**src/rtl/lc3b_types.sv**
```systemverilog
`default_nettype none
// ============================================================================
// Module   : lc3b_types
// Purpose  : Shared types for the LC-3b memory hierarchy (word, line, arbiter)
// Revision : 1.0 - initial release
// ============================================================================
package lc3b_types;

  typedef logic [15:0]  lc3b_word;
  typedef logic [127:0] lc3b_line;

  typedef enum logic {
    ARB_I = 1'b0,
    ARB_D = 1'b1
  } arb_sel;

  typedef enum logic {
    OP_READ  = 1'b0,
    OP_WRITE = 1'b1
  } arb_op;

endpackage
`default_nettype wire

```
**src/rtl/l2_arbiter_control.sv**
```systemverilog
`default_nettype none
// ============================================================================
// Module   : l2_arbiter_control
// Purpose  : Round-robin grant FSM for the shared L2 port; owns last_grant
// Revision : 1.0 - initial release
// ============================================================================
module l2_arbiter_control
  import lc3b_types::*;
(
  input  logic   clk,
  input  logic   reset,
  input  logic   i_req,
  input  logic   d_req,
  input  logic   l2_resp,
  output logic   latch_en,
  output arb_sel grant_sel,
  output logic   serve_i,
  output logic   serve_d
);

  typedef enum logic [1:0] {
    IDLE    = 2'd0,
    SERVE_I = 2'd1,
    SERVE_D = 2'd2
  } state_t;

  state_t state_q, state_d;
  arb_sel last_grant_q, last_grant_d;

  always_comb begin
    state_d      = state_q;
    last_grant_d = last_grant_q;
    latch_en     = 1'b0;
    grant_sel    = ARB_I;
    case (state_q)
      IDLE: begin
        // On a tie the side that did not win last time gets the port.
        if (i_req && d_req) begin
          if (last_grant_q == ARB_I) grant_sel = ARB_D;
          else                       grant_sel = ARB_I;
        end else if (d_req) begin
          grant_sel = ARB_D;
        end
        if (i_req || d_req) begin
          latch_en     = 1'b1;
          last_grant_d = grant_sel;
          if (grant_sel == ARB_D) state_d = SERVE_D;
          else                    state_d = SERVE_I;
        end
      end
      SERVE_I, SERVE_D: begin
        if (l2_resp) state_d = IDLE;
      end
      default: state_d = IDLE;
    endcase
  end

  always_ff @(posedge clk or posedge reset) begin
    if (reset) begin
      state_q      <= IDLE;
      last_grant_q <= ARB_I;
    end else begin
      state_q      <= state_d;
      last_grant_q <= last_grant_d;
    end
  end

  assign serve_i = (state_q == SERVE_I);
  assign serve_d = (state_q == SERVE_D);

endmodule
`default_nettype wire

```
**src/rtl/l2_arbiter.sv**
```systemverilog
`default_nettype none
// ============================================================================
// Module   : l2_arbiter
// Purpose  : Arbitrates split L1 I/D line requests onto the single L2 port
// Revision : 1.0 - initial release
// ============================================================================
module l2_arbiter
  import lc3b_types::*;
(
  input  logic     clk,
  input  logic     reset,
  input  logic     i_read,
  input  logic     i_write,
  input  lc3b_word i_address,
  input  lc3b_line i_wdata,
  output logic     i_resp,
  output lc3b_line i_rdata,
  input  logic     d_read,
  input  logic     d_write,
  input  lc3b_word d_address,
  input  lc3b_line d_wdata,
  output logic     d_resp,
  output lc3b_line d_rdata,
  output logic     l2_read,
  output logic     l2_write,
  output lc3b_word l2_address,
  output lc3b_line l2_wdata,
  input  logic     l2_resp,
  input  lc3b_line l2_rdata
);

  logic   latch_en;
  arb_sel grant_sel;
  logic   serve_i;
  logic   serve_d;
  logic   busy;

  lc3b_word req_addr_q, req_addr_d;
  lc3b_line req_wdata_q, req_wdata_d;
  arb_op    req_op_q, req_op_d;

  l2_arbiter_control u_control (
    .clk       (clk),
    .reset     (reset),
    .i_req     (i_read | i_write),
    .d_req     (d_read | d_write),
    .l2_resp   (l2_resp),
    .latch_en  (latch_en),
    .grant_sel (grant_sel),
    .serve_i   (serve_i),
    .serve_d   (serve_d)
  );

  // Write wins when a requester raises read and write together.
  always_comb begin
    req_addr_d  = req_addr_q;
    req_wdata_d = req_wdata_q;
    req_op_d    = req_op_q;
    if (latch_en) begin
      if (grant_sel == ARB_D) begin
        req_addr_d  = d_address;
        req_wdata_d = d_wdata;
        req_op_d    = d_write ? OP_WRITE : OP_READ;
      end else begin
        req_addr_d  = i_address;
        req_wdata_d = i_wdata;
        req_op_d    = i_write ? OP_WRITE : OP_READ;
      end
    end
  end

  always_ff @(posedge clk or posedge reset) begin
    if (reset) begin
      req_addr_q  <= '0;
      req_wdata_q <= '0;
      req_op_q    <= OP_READ;
    end else begin
      req_addr_q  <= req_addr_d;
      req_wdata_q <= req_wdata_d;
      req_op_q    <= req_op_d;
    end
  end

  assign busy       = serve_i | serve_d;
  assign l2_read    = busy && (req_op_q == OP_READ);
  assign l2_write   = busy && (req_op_q == OP_WRITE);
  assign l2_address = req_addr_q;
  assign l2_wdata   = req_wdata_q;

  assign i_resp  = serve_i & l2_resp;
  assign d_resp  = serve_d & l2_resp;
  assign i_rdata = l2_rdata;
  assign d_rdata = l2_rdata;

endmodule
`default_nettype wire
```
**config.mk**
```make
export PLATFORM = sky130hd
export DESIGN_NAME = l2_arbiter
export DESIGN_NICKNAME = d
export VERILOG_FILES = /design/src/rtl/lc3b_types.sv /design/src/rtl/l2_arbiter_control.sv /design/src/rtl/l2_arbiter.sv
export SDC_FILE = /design/constraint.sdc
export NUM_CORES = 1
export LEC_CHECK = 0
export BUFFER_PORTS_ARGS = -buffer_cell sky130_fd_sc_hd__buf_2
export CAP_MARGIN = 20
export CORE_AREA = 2 2 318 320
export DETAILED_ROUTE_END_ITERATION = 16
export DIE_AREA = 0 0 320 322
export PLACE_DENSITY_LB_ADDON = 0.25
export SETUP_SLACK_MARGIN = 0.1
export SKIP_LAST_GASP = 1
export SLEW_MARGIN = 10
export SYNTH_ARGS = -nofsm -noshare
export SYNTH_HDL_FRONTEND = slang
export SYNTH_SLANG_ARGS = --single-unit
```
**constraint.sdc**
```tcl
create_clock -name clk -period 5.3 [get_ports clk]
set_input_delay 0.53 -clock clk [delete_from_list [all_inputs] [get_ports clk]]
set_output_delay 0.53 -clock clk [all_outputs]
set_load 0.02 [all_outputs]
```
# Yosys cells after proc, flatten, opt, wreduce, memory -nomap -nowiden
# Cells that the tools add are included.
[classes]
eq_ne = 4
muxes = 16
bitwise = 6
n_reduce_logical = 8
[op_table]
columns = ["operator", "count"]
rows = [
  ["$mux W128", 1],
  ["$mux W16", 1],
  ["$mux W1", 10],
  ["$mux W2", 3],
  ["$pmux W2 S2", 1],
  ["$reduce_and A2 Y1", 2],
  ["$logic_and A1 B1 Y1", 3],
  ["$or A1 B1 Y1", 3],
  ["$and A1 B1 Y1", 2],
  ["$eq A2 B1 Y1 const B", 1],
  ["$eq A2 B2 Y1 const B", 1],
  ["$logic_not A2 Y1", 1],
  ["$ne A2 B1 Y1 const B", 1],
  ["$ne A2 B2 Y1 const B", 1],
  ["$reduce_or A2 Y1", 1],
  ["$logic_or A1 B1 Y1", 1],
  ["$not A1 Y1", 1],
]
[totals]
ff_bits = 148
inputBits = 423
out_inout_bits = 404
word_cells = 39

# Longest topological paths before layout
# Gate-level depths: netlist (run 1).
[depth]
word_depth = 7
depth_mapped = 8
ltp_nobuf = 5

# By module
# From an unflattened synthesis (run 1), not the netlist that was laid out.
[unflattened]
hier_cells = 914
area_unflattened_um2 = 8800.9
[modules_own_cells]
columns = ["mod", "instances", "cells_per_inst", "area_each_um2", "seq_area_each_um2"]
rows = [
  ["l2_arbiter", 1, 892, 8592.0, 3628.5],
  ["l2_arbiter_control", 1, 22, 209.0, 75.1],
]

# Least setup slack after synthesis (run 1)
# No wires, ideal clock.
[synth_timing]
path_kind = "reg2reg"
startpoint = "register u_control.state_q[0]"
endpoint = "register req_wdata_q[86], in the netlist l2_wdata[86]"
setup_ns = 0.095
arrival_time_ns = 1.551
required_time_ns = 5.205
slack_ns = 3.653
stages_incl_launch_ff = 9
n_path_buf = 3
synth_period_minus_slack_ns = 1.647
path_cell_list = "dfrtp_1 inv_1 ha_1 o21a_1 buf_4 buf_4 buf_2 a21oi_1 o31ai_1"
[synth_between]
elab_chain_len = 3
elab_cells_between_ends = 4
cone_classes = "3 x mux; 1 x reduce/logical"
[synth_rtl]
columns = ["element", "line", "rtl"]
rows = [
  ["start: declaration", "l2_arbiter_control.sv:27", "state_t state_q, state_d;"],
  ["start signal: assignment", "l2_arbiter_control.sv:63", "state_q <= state_d;"],
  ["$logic_not A2 Y1 *", "l2_arbiter_control.sv:35", "case (state_q)"],
  ["$mux W1", "l2_arbiter_control.sv:35", ""],
  ["$mux W128", "l2_arbiter.sv:60", "if (grant_sel == ARB_D) begin"],
  ["end signal: assignment", "l2_arbiter.sv:79", "req_wdata_q <= req_wdata_d;"],
  ["end: declaration", "l2_arbiter.sv:39", "lc3b_line req_wdata_q, req_wdata_d;"],
]
# Every way passes the cells marked *; elsewhere a longest branch is shown, timed or not.
# A chain may end at the register's enable or synchronous reset.

# Worst setup path after layout (run 1)
[layout_timing]
startpoint = "register u_control.state_q[1]"
endpoint = "register req_wdata_q[124], in the netlist l2_wdata[124]"
# Same word-level chain as after synthesis.

==> out/results.tsv, run 1 <==
metric	value	unit
syn2layout_area_growth	24.06	%
die_x	320	microns
path_delay_family	compound AO/OA/AOI/OAI gates	
syn-cell-area	0.009356	sq mm
tightest_slew	916.4	ps
synth_cell_types	23	
setup_viol	0	
worstSetupEndpointType	flip-flop	
netlist.area_leader.share	0.3958	
p_switching	3.592	mW
dp_hpwl	35.94	mm
crit_slowest_cell	o21a_4	
routed.top_layer	met5	
clkSinkCount	148	
path_clk_slew	70	ps
holdBufCountCts	0	
die_area	0.1030	sq mm
syn_area_per_cell	8.452	sq um
path_cells	inv_1 > ha_1 > o21a_4 > buf_4 > a21oi_1 > o31ai_1	
comb_power_share	0.538	
cts_resized	0	
cts.htree.levels	4	
irDropWorstVdd	0.0002343	V
drv_cap	0	
io_pins	827	
dp_slack	2762	ps
place_congestion	0.7686	
vias	8565	
overflow	0	
syn_inst	1107	
cts_tree	built	
fill_cells	11634	
clock_power_share	0.178	
grt_pass1_wl	65.63	mm
wire_per_inst	18.63	microns
core_area	0.09957	sq mm
worstPathArrival	2820	ps
crit_buf_inv	2	
critPathKind	flip-flop to flip-flop	
max_freq	412.8	MHz
post_cts_buffers	0	
nNetsFinal	1656	
cp.required	5690	ps
first_iter_violations	507	
worstReg2RegEnd	l2_wdata[124]$_DFFE_PP0P_	
hold_viol	0	
wirelength	47.35	mm
insertion_delay	500	ps
cts-buffers-inserted	17	
grt_pass1_vias	8777	
rr_startpoint	u_control.state_q[1]$_DFFE_PP0P_	
track_usage	0.08971	
drive_gt1_frac	0.3966	
cellLeakagePower	5.032	nW
status	complete, no violations	
worst-path-max-fanout	33	
ys_warn_count	0	
die_height	322	microns
io_buffer_count	442	
ant_nets	0	
ff2ff_setup_slack	2880	ps
wl_met3	5.520	mm
p_sw_frac	0.5068	
yosys-top-cells-area	dfrtp_1 (40%), buf_4 (21%), o31ai_1 (12%), a21oi_1 (7.8%), nor3_1 (7.7%)	
vias_per_cell	3.369	
finalSetupTns	0	ps
num_rows	116	
grt_setup_unrepaired	false	
period_share	0.4571	
report.final.slew_viol_count	0	
setup_slack	2877	ps
synth_seq_cells	148	
p_per_area	610.7	mW/mm^2
finalPower	7.088	mW
hp-class	input pin to async pin	
yosys.area.top_type	dfrtp_1	
ys_seq_area_frac	0.3958	
initial_utilization	0.09397	
rr_worst_depth	6	
internal-power	3.496	mW
antenna_found_initial	5	
drt-met1-wl	17.90	mm
dr.pass1.iters	4	
fin_crit	2423	ps
cts_buffer_depth	2	
wl_met2	22.10	mm
cpPeakStageDelay	500	ps
route.detailed.drc	0	
slew_headroom	0.3876	
grt_max_degree	148	
start_kind	flip-flop	
skew	9.308	ps
clockRootBuffer	clkbuf_16	
syn_nets	1533	
pwr-share-seq	0.284	
## cells in the final DEF, fill, tap and decap left out, drive strengths merged
cell type,count
buf,455
dfrtp,148
nand2,146
o31ai,146
a21oi,145
nor3,144
clkbuf,19
inv,10
clkinv,6
o21ai,4
and2,3
ha,3
nor2,3
o21a,2
and3b,2
a31oi,2
diode,1
o41ai,1
nor4,1
a22o,1
nand2b,1
clkinvlp,1
## worst max-delay path by stage
stage	start	end	slack (ps)	cells after the start
2_1_floorplan	reset	l2_address[0]$_DFFE_PP0P_	790	1
3_3_place_gp	d_write	l2_address[10]$_DFFE_PP0P_	2770	5
5_1_grt	u_control.state_q[0]$_DFFE_PP0P_	l2_wdata[121]$_DFFE_PP0P_	2670	6
6_report	u_control.state_q[1]$_DFFE_PP0P_	l2_wdata[124]$_DFFE_PP0P_	2880	6
3_5_place_dp	d_write	l2_wdata[10]$_DFFE_PP0P_	2760	5
4_1_cts	u_control.state_q[0]$_DFFE_PP0P_	l2_wdata[121]$_DFFE_PP0P_	2870	6
## metrics by stage
step / std cells / utilization / cell area [sq um] / hold slack [ps]
after floorplan: 1107 / - / 9356 / 464.9
after global placement: 2509 / 0.1109 / 11040 / 453.5
after detailed placement: 2509 / 0.1109 / 11040 / 460.6
after CTS: 2541 / 0.1166 / 11600 / 147.1
after global routing: 2542 / 0.1166 / 11610 / 165.4
final: 2542 / 0.1166 / 11610 / 132.3
## cells in the mapped netlist (all sizes together)
cell type and number:
buf 316, dfrtp 148, nand2 146, o31ai 146
a21oi 145, nor3 144, clkbuf 35, inv 4
o21ai 4, and2 3, ha 3, nor2 3
a31oi 2, and3b 2, o21a 2, a22o 1
nand2b 1, nor4 1, o41ai 1
## routing by layer
layer	vias up	global-route usage
met3	116	0.04892
met4	2	0.04632
li1	3863	-
met5	-	0
met1	4056	0.09619
met2	528	0.1421
## power groups by stage
stage               clock [mW]  combinational [mW]  sequential, mW
floorplan                    0                2.02            2.67
global placement             0                3.89            2.03
detailed placement           0                3.91            2.04
CTS                       1.37                3.91            2.02
global route              1.39                4.20            2.09
finish                    1.26                3.81            2.01
## flip-flops by register name, summed over array words and instances, names as in the netlist
signal / flops
l2_wdata: 128
req_op_q: 1
l2_address: 16
u_control.state_q: 2
u_control.last_grant_q: 1
## kinds of logic after synthesis
kind of cell    Yosys count  synth area share
fa+ha+maj                 3          0.004012
compound gates          301            0.2037
simple gates            300            0.1420
buf+inv                 355            0.2545
flops                   148            0.3958
## layout make-up
| class | count | area (sq um) | share of cell area |
|---|---|---|---|
| Inverter | 4 | 20.02 | 0.001725 |
| Timing Repair Buffer | 455 | 2385 | 0.2055 |
| Clock buffer | 19 | 452.9 | 0.03902 |
| Tap cell | 1298 | 1624 | 0.1399 |
| Clock inverter | 13 | 113.9 | 0.009809 |
| Sequential cell | 148 | 3704 | 0.3191 |
| Antenna cell | 1 | 2.502 | 0.0002156 |
| Multi-Input combinational cell | 604 | 3306 | 0.2848 |
No activity file was read; power rests on OpenSTA's default activity.
==> run 2: changes to the inputs <==
- ABC_AREA: unset -> 1
- CORE_AREA: 2 2 318 320 -> 2 2 321 323
- DIE_AREA: 0 0 320 322 -> 0 0 323 325
- clock period: 5.3 -> 2.43 ns (I/O delays scaled with it)
==> out/results.tsv, run 2 <==
metric	value	unit	change
ant_nets	0		unchanged
final_cell_mix	nand2_1 (736), buf_2 (442), inv_1 (327), dfrtp_1 (148), nand3_1 (117)		was buf_2 (442), dfrtp_1 (148), nand2_1 (146), o31ai_1 (146), a21oi_1 (145)
design_area	0.01512	sq mm	was 0.01161 sq mm
synthMostInstantiatedCell	nand2_1		was buf_4
dr.pass1.iters	4		unchanged
grt_pass1_vias	10831		was 8777
irDropWorstVdd	0.0005425	V	was 0.0002343 V
synthTopCellsByCount	nand2_1 (737), inv_1 (328), buf_4 (272)		was buf_4 (259), dfrtp_1 (148), nand2_1 (146), o31ai_1 (146), a21oi_1 (145)
clkSinkCount	148		unchanged
wire_per_inst	13.78	microns	was 18.63 microns
yosys-top-cells-area	dfrtp_1 (32%), nand2_1 (24%), buf_4 (18%), inv_1 (11%), nand3_1 (5.1%)		was dfrtp_1 (40%), buf_4 (21%), o31ai_1 (12%), a21oi_1 (7.8%), nor3_1 (7.7%)
critPathKind	flip-flop to flip-flop		unchanged
die_x	323	microns	was 320 microns
ys_warn_count	0		unchanged
num_rows	117		was 116
syn-cell-area	0.01150	sq mm	was 0.009356 sq mm
drive_gt1_frac	0.3122		was 0.3966
place_area	0.01347	sq mm	was 0.01104 sq mm
slew_headroom	0.3764		was 0.3876
finalSetupTns	0	ps	unchanged
synth_edf_count	0		unchanged
cp_common_cell	nand2_1		
cts_buffer_depth	2		unchanged
pwr-share-seq	0.261		was 0.284
holdWs	64.62	ps	was 132.3 ps
synth_seq_cells	148		unchanged
yosys.area.top_type	dfrtp_1		unchanged
initial_utilization	0.1135		was 0.09397
async_flop_share	1.000		unchanged
io_buffer_count	442		unchanged
p_switching	8.632	mW	was 3.592 mW
netlist.area_leader.share	0.3220		was 0.3958
report.final.slew_viol_count	0		unchanged
core_area	0.1013	sq mm	was 0.09957 sq mm
p_sw_frac	0.5072		was 0.5068
post_cts_buffers	0		unchanged
dp_cells	3328		was 2509
place_congestion	0.7694		was 0.7686
p_per_area	1125	mW/mm^2	was 610.7 mW/mm^2
final_common_cell	nand2_1		was buf_2
syn_nets	2248		was 1533
path_clk_slew	80	ps	was 70 ps
syn_area_per_cell	6.313	sq um	was 8.452 sq um
period_share	0.8555		was 0.4571
clockRootBuffer	clkbuf_16		unchanged
fin_crit	2079	ps	was 2423 ps
synthFlopType	dfrtp_1		unchanged
cts_resized	0		unchanged
first_iter_violations	417		was 507
ys_seq_area_frac	0.3220		was 0.3958
crit_slowest_cell	inv_6		was o21a_4
cp.required	2850	ps	was 5690 ps
worstPathArrival	2500	ps	was 2820 ps
drv_cap	0		unchanged
cellLeakagePower	9.489	nW	was 5.032 nW
path_cells	inv_1 > ha_1 > nand2_4 > inv_6 > buf_4 > nand2_1 > inv_2 > nand2_1 > nand2_1		was inv_1 > ha_1 > o21a_4 > buf_4 > a21oi_1 > o31ai_1
cts-buffers-inserted	17		unchanged
cts.htree.levels	4		unchanged
overflow	0		unchanged
die_height	325	microns	was 322 microns
dp_hpwl	36.20	mm	was 35.94 mm
rr_startpoint	u_control.state_q[0]$_DFFE_PP0P_		was u_control.state_q[1]$_DFFE_PP0P_
die_area	0.1050	sq mm	was 0.1030 sq mm
hold_viol	0		unchanged
cpPeakStageDelay	500	ps	about the same
track_usage	0.08974		was 0.08971
largest_reg_flops	128		unchanged
synth_cell_types	15		was 23
min_from	i_wdata[8]		
worst-path-max-fanout	62		was 33
finalNonFillerCells	3467		was 2542
nNetsFinal	2512		was 1656
antenna_found_initial	7		was 5
grt_pass1_wl	68.81	mm	was 65.63 mm
setup_viol	0		unchanged
route.detailed.drc	0		unchanged
cts_tree	built		unchanged
internal-power	8.387	mW	was 3.496 mW
io_pins	827		unchanged
hp-class	input pin to flip-flop		was input pin to async pin
fill_cells	12009		was 11634
wirelength	47.79	mm	was 47.35 mm
grt_setup_unrepaired	false		unchanged
tightest_slew	935.4	ps	was 916.4 ps
skew	11.83	ps	was 9.308 ps
syn_inst	1822		was 1107
clock_power_share	0.168		was 0.178
grt_max_degree	79		was 148
status	complete, no violations		unchanged
start_kind	flip-flop		unchanged
max_freq	481.0	MHz	was 412.8 MHz
vias_per_cell	3.117		was 3.369
comb_power_share	0.570		was 0.538
worstSetupEndpointType	flip-flop		unchanged
vias	10807		was 8565
crit_path_start	u_control.state_q[0]$_DFFE_PP0P_		was u_control.state_q[1]$_DFFE_PP0P_
syn2layout_area_growth	31.48	%	was 24.06%
insertion_delay	500	ps	about the same
run 2: cell count changes after synthesis, sizes merged, moves of 3 or more:
| cell | delta |
|---|---|
| clkbuf | -26 |
| nand2 | +591 |
| a21oi | -145 |
| inv | +440 |
| nand3 | +148 |
| and2 | -3 |
| o31ai | -146 |
| nor3 | -144 |
| buf | +11 |
run 2: power groups by stage:
stage	Clock [mW]	Sequential [mW]	Combinational [mW]
finish	2.87	4.44	9.71
global placement	0	4.54	9.89
floorplan	0	5.83	5.36
CTS	3.07	4.48	10.0
global route	3.14	4.61	10.9
detailed placement	0	4.48	9.90
run 2: layout make-up:
class                      instances  area (sq um)  share of cell area
multi-input combinational        894          3756              0.2484
antenna                            1         2.502           0.0001655
clock inverter                    10         122.6            0.008108
sequential                       148          3704              0.2449
timing repair buffer             581          3686              0.2437
clock buffer                      21         460.4             0.03045
inverter                         444          1680              0.1111
tap                             1368          1712              0.1132
run 2: final timing paths:
check	to	slack (ps)	cells past startpoint
worst max-delay path	l2_wdata[65]$_DFFE_PP0P_	350	9
worst min-delay path	l2_wdata[8]$_DFFE_PP0P_	60	5
worst max register to register	l2_wdata[65]$_DFFE_PP0P_	350	9
worst min register to register	l2_wdata[72]$_DFFE_PP0P_	470	2
max in group asynchronous	l2_wdata[66]$_DFFE_PP0P_	1540	5
min in group asynchronous	l2_wdata[126]$_DFFE_PP0P_	380	4
run 2: critical path, delay by kind of cell (launching register included):
family	cells	cell delay [ps]
flip-flops	1	400
adder cells (fa/ha/maj)	1	280
AND/OR/NAND/NOR	4	330
buffers and inverters	4	910
run 2: cell families after synthesis:
| kind of cell | after synthesis | share of synthesized area |
|---|---|---|
| AND/OR/NAND/NOR | 889 | 0.3197 |
| AO/OA/AOI/OAI | 2 | 0.0008703 |
| buffers and inverters | 780 | 0.3542 |
| adder cells (fa/ha/maj) | 3 | 0.003264 |
| flip-flops | 148 | 0.3220 |
run 2: layer usage:
layer	GRT usage	wire [microns]
met1	0.1019	19600
met2	0.1384	21230
met3	0.04532	5043
met4	0.04186	1753
met5	0.008796	167
run 2: repair_timing:
action                                  4_1_cts  5_1_grt
hold buffers                                107        0
endpoints found under the setup margin        0        0
hold endpoints to repair                    191        0
run 2: per-stage QoR:
step,power (mW),setup WS (ps),util
5_1_grt,18.69,130.3,0.1493
2_1_floorplan,11.20,326.0,-
4_1_cts,17.58,250.6,0.1493
6_report,17.02,351.1,0.1493
3_5_place_dp,14.39,263.2,0.1329
3_3_place_gp,14.43,321.2,0.1329
==> run 3: changes to the inputs <==
- clock period: 2.43 -> 2.28 ns (I/O delays scaled with it)
==> out/results.tsv, run 3 (synthesized netlist as in run 2, its figures left out) <==
metric	value	unit	change
ff2ff_setup_slack	480	ps	was 350 ps
worstReg2RegEnd	l2_wdata[85]$_DFFE_PP0P_		was l2_wdata[65]$_DFFE_PP0P_
die_height	325	microns	unchanged
irDropWorstVdd	0.0004374	V	was 0.0005425 V
die_x	323	microns	unchanged
cts_tree	built		unchanged
grt_pass1_vias	10840		was 10831
dr.pass1.iters	4		unchanged
largest_reg_flops	128		unchanged
syn2layout_area_growth	32.93	%	was 31.48%
period_share	0.7893		was 0.8555
rr_worst_depth	9		unchanged
cts_resized	0		unchanged
clockRootBuffer	clkbuf_16		unchanged
cts.htree.levels	4		unchanged
place_congestion	0.7376		was 0.7694
core_area	0.1013	sq mm	unchanged
finalSetupTns	0	ps	unchanged
wire_per_inst	13.96	microns	was 13.78 microns
grt_pass1_wl	70.10	mm	was 68.81 mm
vias	10776		was 10807
status	complete, no violations		unchanged
first_iter_violations	372		was 417
ant_nets	0		unchanged
slew_headroom	0.5639		was 0.3764
post_cts_buffers	0		unchanged
wirelength	48.50	mm	was 47.79 mm
final_common_cell	nand2_1		unchanged
critPathKind	flip-flop to flip-flop		unchanged
max_freq	555.7	MHz	was 481.0 MHz
insertion_delay	490	ps	was 500 ps
clkSinkCount	148		unchanged
dp_hpwl	37.01	mm	was 36.20 mm
hold-path-cell-count	5		unchanged
worst-path-max-fanout	55		was 62
holdWs	57.41	ps	was 64.62 ps
die_area	0.1050	sq mm	unchanged
min_from	i_wdata[24]		was i_wdata[8]
setup_viol	0		unchanged
cts_buffer_depth	2		unchanged
hold_viol	0		unchanged
drv_cap	0		unchanged
fin_crit	1800	ps	was 2079 ps
p_per_area	1190	mW/mm^2	was 1125 mW/mm^2
io_buffer_count	442		unchanged
skew	13.08	ps	was 11.83 ps
drive_gt1_frac	0.3101		was 0.3122
nNetsFinal	2519		was 2512
io_pins	827		unchanged
route.detailed.drc	0		unchanged
initial_utilization	0.1135		unchanged
hp-class	input pin to flip-flop		unchanged
whs_endpoint	l2_wdata[24]$_DFFE_PP0P_		was l2_wdata[8]$_DFFE_PP0P_
vias_per_cell	3.101		was 3.117
grt_max_degree	86		was 79
cts-buffers-inserted	17		unchanged
start_kind	flip-flop		unchanged
worstPathArrival	2230	ps	was 2500 ps
post-route-util	0.1509		was 0.1493
track_usage	0.09144		was 0.08974
tightest_slew	654.1	ps	was 935.4 ps
cp.required	2710	ps	was 2850 ps
rr_startpoint	u_control.state_q[1]$_DFFE_PP0P_		was u_control.state_q[0]$_DFFE_PP0P_
num_rows	117		unchanged
report.final.slew_viol_count	0		unchanged
cellLeakagePower	9.553	nW	was 9.489 nW
finalPower	18.20	mW	was 17.02 mW
final_cell_mix	nand2_1 (736), buf_2 (442), inv_1 (327), dfrtp_1 (148), dlygate4sd3_1 (118)		was nand2_1 (736), buf_2 (442), inv_1 (327), dfrtp_1 (148), nand3_1 (117)
worstSetupEndpointType	flip-flop		unchanged
grt_setup_unrepaired	false		unchanged
overflow	0		unchanged
path_clk_slew	70	ps	was 80 ps
antenna_found_initial	9		was 7
[run 3: cell count changes in the layout (fill, tap and decap cells not counted), sizes merged]
cell         before  now
buf             474  470
bufinv            2    3
clkbuf           21   18
clkinv            2    5
dlygate4sd3     107  118
[run 3: timing repair]
item                                    CTS  global route
endpoints found under the setup margin    0             0
hold endpoints to repair                126             0
hold buffers                            118             0
[run 3: area by class of cell]
class / instances / area, sq um
Sequential cell: 148 / 3704
Antenna cell: 1 / 2.502
Tap cell: 1368 / 1712
Multi-Input combinational cell: 894 / 3756
Timing Repair Buffer: 588 / 3829
Clock inverter: 14 / 177.7
Clock buffer: 18 / 429.2
Fill cell: 11983 / 86010
Inverter: 444 / 1680
[run 3: worst max-delay path: stages, from the launching register on]
cell     delay, ps
dfrtp_1        400
inv_1           80
ha_1           270
nand2_4        130
inv_6          200
buf_12         270
nand2_1        120
inv_2           60
nand2_1         40
nand2_1         50
[run 3: metrics by stage]
stage	cell area (sq um)	cells	setup WS, ps
2_1_floorplan	11510	1822	191.0
3_3_place_gp	13500	3324	482.7
3_5_place_dp	13500	3324	464.2
4_1_cts	15290	3474	427.8
5_1_grt	15290	3474	247.9
6_report	15290	3475	480.5
[run 3: worst max-delay path by stage]
stage	start	endpoint	slack [ps]
floorplan	reset	l2_address[0]$_DFFE_PP0P_	190
global placement	u_control.state_q[0]$_DFFE_PP0P_	l2_wdata[125]$_DFFE_PP0P_	480
detailed placement	u_control.state_q[1]$_DFFE_PP0P_	l2_wdata[125]$_DFFE_PP0P_	460
CTS	u_control.state_q[1]$_DFFE_PP0P_	l2_read	430
global route	u_control.state_q[1]$_DFFE_PP0P_	l2_wdata[89]$_DFFE_PP0P_	250
finish	u_control.state_q[1]$_DFFE_PP0P_	l2_wdata[85]$_DFFE_PP0P_	480
[run 3: layer usage]
layer  vias to the layer above  part of all wire  global-route usage
met5                         -            0.0043            0.008796
met4                        16             0.037             0.04550
met3                       131              0.10             0.04626
met2                       440              0.44              0.1412
met1                      4766              0.41              0.1025
li1                       5423                 -                   -
[run 3: where the power goes]
| group | internal [mW] | switching, mW | total [mW] | leakage [nW] |
|---|---|---|---|---|
| logic | 3.33 | 7.00 | 10.3 | 7.45 |
| clock network | 1.73 | 1.41 | 3.15 | 0.289 |
| registers | 3.96 | 0.761 | 4.72 | 1.81 |
